## src/rtl/mau_pkg.sv

```systemverilog
// mau_pkg: shared types and constants for the load/store access unit.
// Holds the FSM state encoding, funct3 access codes and request legality helpers.
package mau_pkg;

  typedef enum logic [1:0] {
    IDLE   = 2'b00,
    ACCESS = 2'b01,
    MERGE  = 2'b10,
    RESP   = 2'b11
  } mauState;

  // funct3 access codes: low two bits give the size, bit 2 selects zero extension
  localparam logic [2:0] F3_B  = 3'b000;
  localparam logic [2:0] F3_H  = 3'b001;
  localparam logic [2:0] F3_W  = 3'b010;
  localparam logic [2:0] F3_BU = 3'b100;
  localparam logic [2:0] F3_HU = 3'b101;

  localparam logic [1:0] SZ_B = 2'b00;
  localparam logic [1:0] SZ_H = 2'b01;
  localparam logic [1:0] SZ_W = 2'b10;

  // Undefined codes are illegal; unsigned variants only make sense for loads
  function automatic logic isIllegal(input logic write, input logic [2:0] funct3);
    logic bad;
    case (funct3)
      F3_B, F3_H, F3_W: bad = 1'b0;
      F3_BU, F3_HU:     bad = write;
      default:          bad = 1'b1;
    endcase
    return bad;
  endfunction

  // Halfwords need an even offset, words need offset zero
  function automatic logic isMisaligned(input logic [2:0] funct3, input logic [1:0] offset);
    logic mis;
    case (funct3[1:0])
      SZ_H:    mis = offset[0];
      SZ_W:    mis = |offset;
      default: mis = 1'b0;
    endcase
    return mis;
  endfunction

endpackage

```

## src/rtl/mau_lane_align.sv

```systemverilog
// mau_lane_align: combinational lane steering for the access unit.
// Extracts and extends load data from a memory word, and builds the merged
// word for sub-word stores. Halfword offsets use bit 1 only and word accesses
// ignore the offset, so misaligned addresses fall back to the aligned lane.
import mau_pkg::*;

module mau_lane_align (
  input  logic [1:0]  offset,
  input  logic [1:0]  size,
  input  logic        isSigned,
  input  logic [31:0] rdWord,
  input  logic [31:0] baseWord,
  input  logic [31:0] storeData,
  output logic [31:0] loadData,
  output logic [31:0] mergeData
);

  logic [7:0]  laneB;
  logic [15:0] laneH;

  // Lane select, extension and store merge
  always_comb begin
    // NOTE: every output of a combinational block gets a default first, so no path leaves it unassigned and no latch is inferred.
    laneB     = rdWord[{offset, 3'b000} +: 8];
    laneH     = rdWord[{offset[1], 4'b0000} +: 16];
    loadData  = rdWord;
    mergeData = baseWord;
    case (size)
      SZ_B: begin
        loadData = {{24{isSigned & laneB[7]}}, laneB};
        mergeData[{offset, 3'b000} +: 8] = storeData[7:0];
      end
      SZ_H: begin
        loadData = {{16{isSigned & laneH[15]}}, laneH};
        mergeData[{offset[1], 4'b0000} +: 16] = storeData[15:0];
      end
      default: begin
        loadData  = rdWord;
        mergeData = storeData;
      end
    endcase
  end

endmodule

```

## src/rtl/mem_access_unit.sv

```systemverilog
// mem_access_unit: load/store initiator between execute and a word-addressed
// little-endian data memory. Sub-word stores are done as read-modify-write.
// Build option: define MAU_MISALIGN_TRAP_EN to turn misaligned halfword/word
// accesses into error responses; otherwise they are silently aligned down.
import mau_pkg::*;

module mem_access_unit #(
  parameter int ADDR_W = 32,
  parameter int DATA_W = 32
) (
  input  logic              clk,
  input  logic              rst_n,
  input  logic              req_valid,
  output logic              req_ready,
  input  logic              req_write,
  input  logic [2:0]        req_funct3,
  input  logic [ADDR_W-1:0] req_addr,
  input  logic [DATA_W-1:0] req_wdata,
  output logic              resp_valid,
  output logic [DATA_W-1:0] resp_rdata,
  output logic              resp_err,
  output logic [ADDR_W-1:0] mem_adr,
  output logic [DATA_W-1:0] mem_wdata,
  output logic              mem_write,
  input  logic [DATA_W-1:0] mem_rdata
);

  mauState           state, nextState;
  logic              writeQ;
  logic [2:0]        funct3Q;
  logic [ADDR_W-1:0] addrQ;
  logic [DATA_W-1:0] wdataQ;
  logic [DATA_W-1:0] mergeQ;
  logic [DATA_W-1:0] loadData;
  logic [DATA_W-1:0] mergeData;
  logic              reqErr;
  logic              subWordStore;

`ifdef MAU_MISALIGN_TRAP_EN
  assign reqErr = isIllegal(req_write, req_funct3) || isMisaligned(req_funct3, req_addr[1:0]);
`else
  assign reqErr = isIllegal(req_write, req_funct3);
`endif

  assign subWordStore = writeQ && (funct3Q[1:0] != SZ_W);
  assign req_ready    = (state == IDLE);
  assign mem_adr      = {addrQ[ADDR_W-1:2], 2'b00};

  mau_lane_align u_lane_align (
    .offset    (addrQ[1:0]),
    .size      (funct3Q[1:0]),
    .isSigned  (~funct3Q[2]),
    .rdWord    (mem_rdata),
    .baseWord  (mergeQ),
    .storeData (wdataQ),
    .loadData  (loadData),
    .mergeData (mergeData)
  );

  // State register; reset returns to IDLE at once, dropping any write in flight
  always_ff @(posedge clk or negedge rst_n) begin
    // NOTE: clocked state uses non-blocking assignments so every register samples pre-edge values.
    if (!rst_n) state <= IDLE;
    else        state <= nextState;
  end

  // Next-state and memory/response strobes decoded from the current state
  always_comb begin
    nextState  = state;
    resp_valid = 1'b0;
    mem_write  = 1'b0;
    mem_wdata  = '0;
    case (state)
      IDLE: begin
        if (req_valid) nextState = reqErr ? RESP : ACCESS;
      end
      ACCESS: begin
        if (subWordStore) begin
          nextState = MERGE;
        end else begin
          nextState = RESP;
          if (writeQ) begin
            mem_write = 1'b1;
            mem_wdata = wdataQ;
          end
        end
      end
      MERGE: begin
        mem_write = 1'b1;
        mem_wdata = mergeData;
        nextState = RESP;
      end
      RESP: begin
        resp_valid = 1'b1;
        nextState  = IDLE;
      end
      default: nextState = IDLE;
    endcase
  end

  // Request capture, load result and read-modify-write word capture
  always_ff @(posedge clk or negedge rst_n) begin
    if (!rst_n) begin
      writeQ     <= 1'b0;
      funct3Q    <= '0;
      addrQ      <= '0;
      wdataQ     <= '0;
      mergeQ     <= '0;
      resp_rdata <= '0;
      resp_err   <= 1'b0;
    end else begin
      case (state)
        IDLE: begin
          if (req_valid) begin
            writeQ     <= req_write;
            funct3Q    <= req_funct3;
            addrQ      <= req_addr;
            wdataQ     <= req_wdata;
            resp_rdata <= '0;
            resp_err   <= reqErr;
          end
        end
        ACCESS: begin
          if (!writeQ)          resp_rdata <= loadData;
          else if (subWordStore) mergeQ    <= mem_rdata;
        end
        default: ;
      endcase
    end
  end

endmodule

```

## config.mk

```make
export PLATFORM = sky130hd
export DESIGN_NAME = mem_access_unit
export DESIGN_NICKNAME = d
export VERILOG_FILES = /design/src/rtl/mau_pkg.sv /design/src/rtl/mau_lane_align.sv /design/src/rtl/mem_access_unit.sv
export SDC_FILE = /design/constraint.sdc
export NUM_CORES = 1
export LEC_CHECK = 0
export CORE_MARGIN = 5
export CORE_UTILIZATION = 40
export DETAILED_ROUTE_END_ITERATION = 10
export GPL_TIMING_DRIVEN = 0
export PLACE_DENSITY = 0.69
export SETUP_SLACK_MARGIN = 0.5
export SLEW_MARGIN = 5
export SYNTH_ARGS = -nofsm -noshare
export SYNTH_HDL_FRONTEND = slang
export SYNTH_SLANG_ARGS = --single-unit
```

## constraint.sdc

```tcl
create_clock -name clk -period 5.5 [get_ports clk]
set_clock_uncertainty 0.2 [all_clocks]
set_input_delay 0.825 -clock clk [delete_from_list [all_inputs] [get_ports clk]]
set_output_delay 0.825 -clock clk [all_outputs]
set_load 0.005 [all_outputs]
```

-- Word-level counts from Yosys, hierarchy flattened
Cells that the tools add are included.
- register bits after elaboration: 135
- bits of input ports: 103
- logic and storage cells: 59
- add/sub/neg operators: 2
- equality and inequality tests: 11
- shift operators: 6
- muxes and demuxes: 19
- bitwise logic cells: 3
- reduce and logical (&&, ||, !) cells: 10
- operators by type and width (kind ; count):
    $pmux 32 s2 ; 4
    $mux 32 ; 4
    $bwmux 32 ; 2
    $shift 16x7->32 const A ; 1
    $shift 8x7->32 const A ; 1
    $shiftx 16x7->32 ; 1
    $shiftx 32x6->16 ; 1
    $shiftx 32x6->8 ; 1
    $shiftx 8x7->32 ; 1
    $neg 5->7 ; 2
    $pmux 2 s4 ; 1
    $eq 3x3->1 const B ; 2
    $ne 2x2->1 const B ; 3
    $reduce_and 3->1 ; 2
    $eq 2x1->1 const B ; 2
    $eq 2x2->1 const B ; 2
    $logic_not 2->1 ; 2
    $mux 1 ; 4
    $mux 2 ; 2
    $pmux 1 s2 ; 2
    $eq 3x1->1 const B ; 1
    $eq 3x2->1 const B ; 1
    $logic_not 3->1 ; 1
    $reduce_or 3->1 ; 1
    6 further kinds ; 7

-- Depth between registers and ports, before layout
- depth in word-level cells: 6
- depth in mapped cells: 9
- depth with buffers taken out: 6

-- Cells and area by module
A second synthesis with hierarchy kept.
- cells, all modules: 774
- area, all modules: 7913.8 µm²
- by module, submodules not included (module ; instances ; cells an instance ; area an instance (µm²)):
    mem_access_unit ; 1 ; 484 ; 6024.5
    mau_lane_align ; 1 ; 290 ; 1889.3

-- Worst setup path before layout
No wires, ideal clock.
- path kind: register -> output
- start point: reg addrQ[1]
- end point: out mem_wdata[30]
- arrival: 2.716 ns
- required time: 4.475 ns
- setup slack: 1.759 ns
- cell stages (with the launch flop): 9
- cell sequence: dfrtp_1 -> clkbuf_1 -> clkbuf_1 -> inv_1 -> ha_1 -> clkbuf_1 -> nor4_1 -> a221oi_1 -> a211oi_1
- cells in the longest elaborated chain, start to end: 5
- elaborated cells on any way between the ends: 10
- those cells by class: add/sub (2); shift (4); mux (4)
- RTL lines (what ; RTL line ; source):
    start, declared ; mem_access_unit.sv:31 ; logic [ADDR_W-1:0] addrQ;
    start signal, assigned ; mem_access_unit.sv:117 ; addrQ <= req_addr;
    $neg 5->7, on equally long branches ; mau_lane_align.sv:35, mau_lane_align.sv:31 ;
    $shiftx 16x7->32, or another cell as far along ; mau_lane_align.sv:35 ; mergeData[{offset[1], 4'b0000} +: 16] = storeData[15:0];
    $bwmux 32, on equally long branches ; mau_lane_align.sv:35, mau_lane_align.sv:31 ;
    $pmux 32 s2 (*) ; mau_lane_align.sv:28 ; case (size)
    $pmux 32 s2 (*) ; mem_access_unit.sv:73 ; case (state)
    end, declared ; mem_access_unit.sv:23 ; output logic [DATA_W-1:0] mem_wdata,
Mark *: on every way between the ends. The rest lies on a longest branch, timed or not.

-- Worst setup path after layout
- start point: reg addrQ[1]
- end point: out mem_wdata[10]
Same word-level chain as after synthesis.

==> run metrics <==
Post-Route WL about 24 mm; Yosys warning count 0; arrival time at the worst endpoint around 3900 ps; vias in the first global route approximately 6500; Worst R2R Start state[1]; CP endpoint kind output pin; GRT overflow 0; WL/cell approximately 22 um; die width ~140 um; Max rail drop VDD 283 uV; Max Cap Violations 0; Vias 6249; Avg Vias per Cell approximately 5.7; ys async rst share 1.00; synthesized flop and latch total roughly 140; # rows 48; fin crit period between 4000 and 5000 ps; final RePlAce weighted congestion approximately 0.93; Cells after Synth 630; die area ~21000 um2; area occupied by multi-input gates between 3000 and 4000 um2; CP Class flip-flop to output pin; starting density of the core 0.410; IO Count approximately 200; Final period util 0.888; total power 6.20 mW; flop2flop setup slack ~2500 ps; Final WS setup around 600 ps; clk buf depth 2; worst hold-check path type input pin to asynchronous set/reset pin; CP Launch Type flip-flop; CTS root buf clkbuf_16; Detailed Place HPWL ~18 mm; largest net degree at the start of global routing a little over 80; Die H around 140 um; # setup viols final 0; Syn Area/Cell 11.3 um2; initial DRC count about 550; Clock transition at path regs 60 ps; crit path to mem_wdata[10]; Post-synth EDFFs 0; Final Hold Viols 0; worst-skew pair later-pin latency approximately 420 ps; aggregate global-route resource usage 0.239; drt pass-1 iters 8; DR DRC count 0; FF-to-FF path depth 7; measured slew at the worst slew-check pin ~750 ps; Pleak 4.16 nW; hold-fix buffers at CTS 0; Post-synth top flop dfrtp_1; worst r2r dst resp_rdata[25]; Syn-to-layout area delta 41.7%; Reg area between 3000 and 4000 um2; Core ar. around 17000 um2; layout cell share with drive strength beyond 1 0.234; number of fill cells 1438; Post-Place Cells between 1000 and 1500; Critical path origin addrQ[1]; antenna violations before repair 0; status finished, final reports clean; post-route insts no fill between 1000 and 1500; CTS H-tree lvls 4; Slew Viols, Final 0; CTS tree yes; Num CTS Buffers 17; Slew HR 0.500; sequential element share of the synthesized area 0.475; crit-path max FO 10; port buffer count 200; Nets 964; Req. time, crit path 4470 ps; Final ANT Viol Nets 0; antenna cell count 0; fmax 0.205 GHz; RSZ-0062 raised after global routing no; global-route wire length before repair roughly 37 mm; synthesized area 7110 um2; clk sinks 135; Netlist cell types between 40 and 50; Power Density 615 nW/um2; dpl ws just under 20 ps
## cell families after synthesis
group,share of synthesized area
DFF,0.475
buffers and inverters,0.0684
AOI/OAI and AO/OA,0.182
and+or+nand+nor,0.0669
muxes,0.191
adders and majority gates,0.0158
other,0.000527
## sequential cells by signal (all words and copies together) (netlist names)
register / cells
addrQ: 32
mergeQ: 32
resp_rdata: 32
wdataQ: 32
funct3Q: 3
state: 2
resp_err: 1
writeQ: 1
## cell type report
cell class,count,share of cell area
well taps,225,0.0279
clock inverters,10,0.0142
multi-input cells,406,0.325
clock buffers,22,0.0471
inverters,17,0.00633
flip-flops and latches,135,0.335
plain buffers,73,0.0423
repair buffers,202,0.202
## cells in the mapped netlist, drive strengths merged, types with 9 or more instances
master  count  area (um2)
a221oi     16         140
a21oi      48         240
dfrtp     135        3380
and2       10        62.6
nor2       19        73.8
mux2      117        1320
buf        52         344
clkbuf     21        78.8
nand2b      9        56.3
o21ai      40         200
a221o      32         320
nand2      33         124
ha          9         113
inv        17        63.8
## critical path: stages (launching register included)
cell,delay [ps]
dfrtp_1,500
buf_2,320
buf_2,320
inv_1,170
ha_1,390
nand3_1,80
or4_4,460
nor2_2,350
a221o_1,280
clkdlybuf4s50_1,550
## how the worst min path moves through the flow
stage / start / endpoint / slack (ps) / depth (start not counted)
2_1_floorplan: mergeQ[10] / mergeQ[10] / 270 / 1
3_3_place_gp: resp_rdata[5] / resp_rdata[5] / 280 / 2
3_5_place_dp: resp_rdata[0] / resp_rdata[0] / 280 / 2
4_1_cts: rst_n / addrQ[9] / 160 / 1
5_1_grt: rst_n / addrQ[9] / 190 / 1
6_report: rst_n / addrQ[9] / 150 / 1
## repair_timing
item / in CTS / in global routing
resized for setup: 4 / 6
pin swaps: 0 / 1
buffers inserted: 0 / 1
setup endpoints to repair: 31 / 29
## metrics by stage
stage	setup TNS, ps	area [um2]	hold WS (ps)	util
floorplan	0	7110	272	-
global placement	-233340	9400	279	0.541
detailed placement	0	9430	280	0.543
CTS	0	10100	165	0.580
global route	0	10100	191	0.581
finish	0	10100	153	0.581
## cells in the final DEF, fill, tap and decap left out, types with 17 or more instances in the layout
master | synthesis | layout
a21oi_1 | 48 | 48
a221o_1 | 32 | 32
clkdlybuf4s50_1 | 0 | 199
nand2_1 | 33 | 33
buf_4 | 32 | 33
clkbuf_16 | 0 | 17
o21ai_0 | 38 | 38
dfrtp_1 | 135 | 135
nor2_1 | 18 | 17
mux2_2 | 117 | 117
clkbuf_1 | 21 | 20
## routing by layer
metal | GRT usage | vias up | share of wire
li1 | - | 2776 | -
met1 | 0.298 | 3117 | 0.39
met2 | 0.390 | 318 | 0.49
met3 | 0.0895 | 38 | 0.097
met4 | 0.0728 | 0 | 0.021
met5 | 0 | - | 0
## power breakdown
group	total (mW)	internal (mW)	switching, mW
Combinational	3.09	1.68	1.41
Sequential	1.93	1.48	0.447
Clock	1.18	0.751	0.433
No activity file was read; power rests on OpenSTA's default activity.
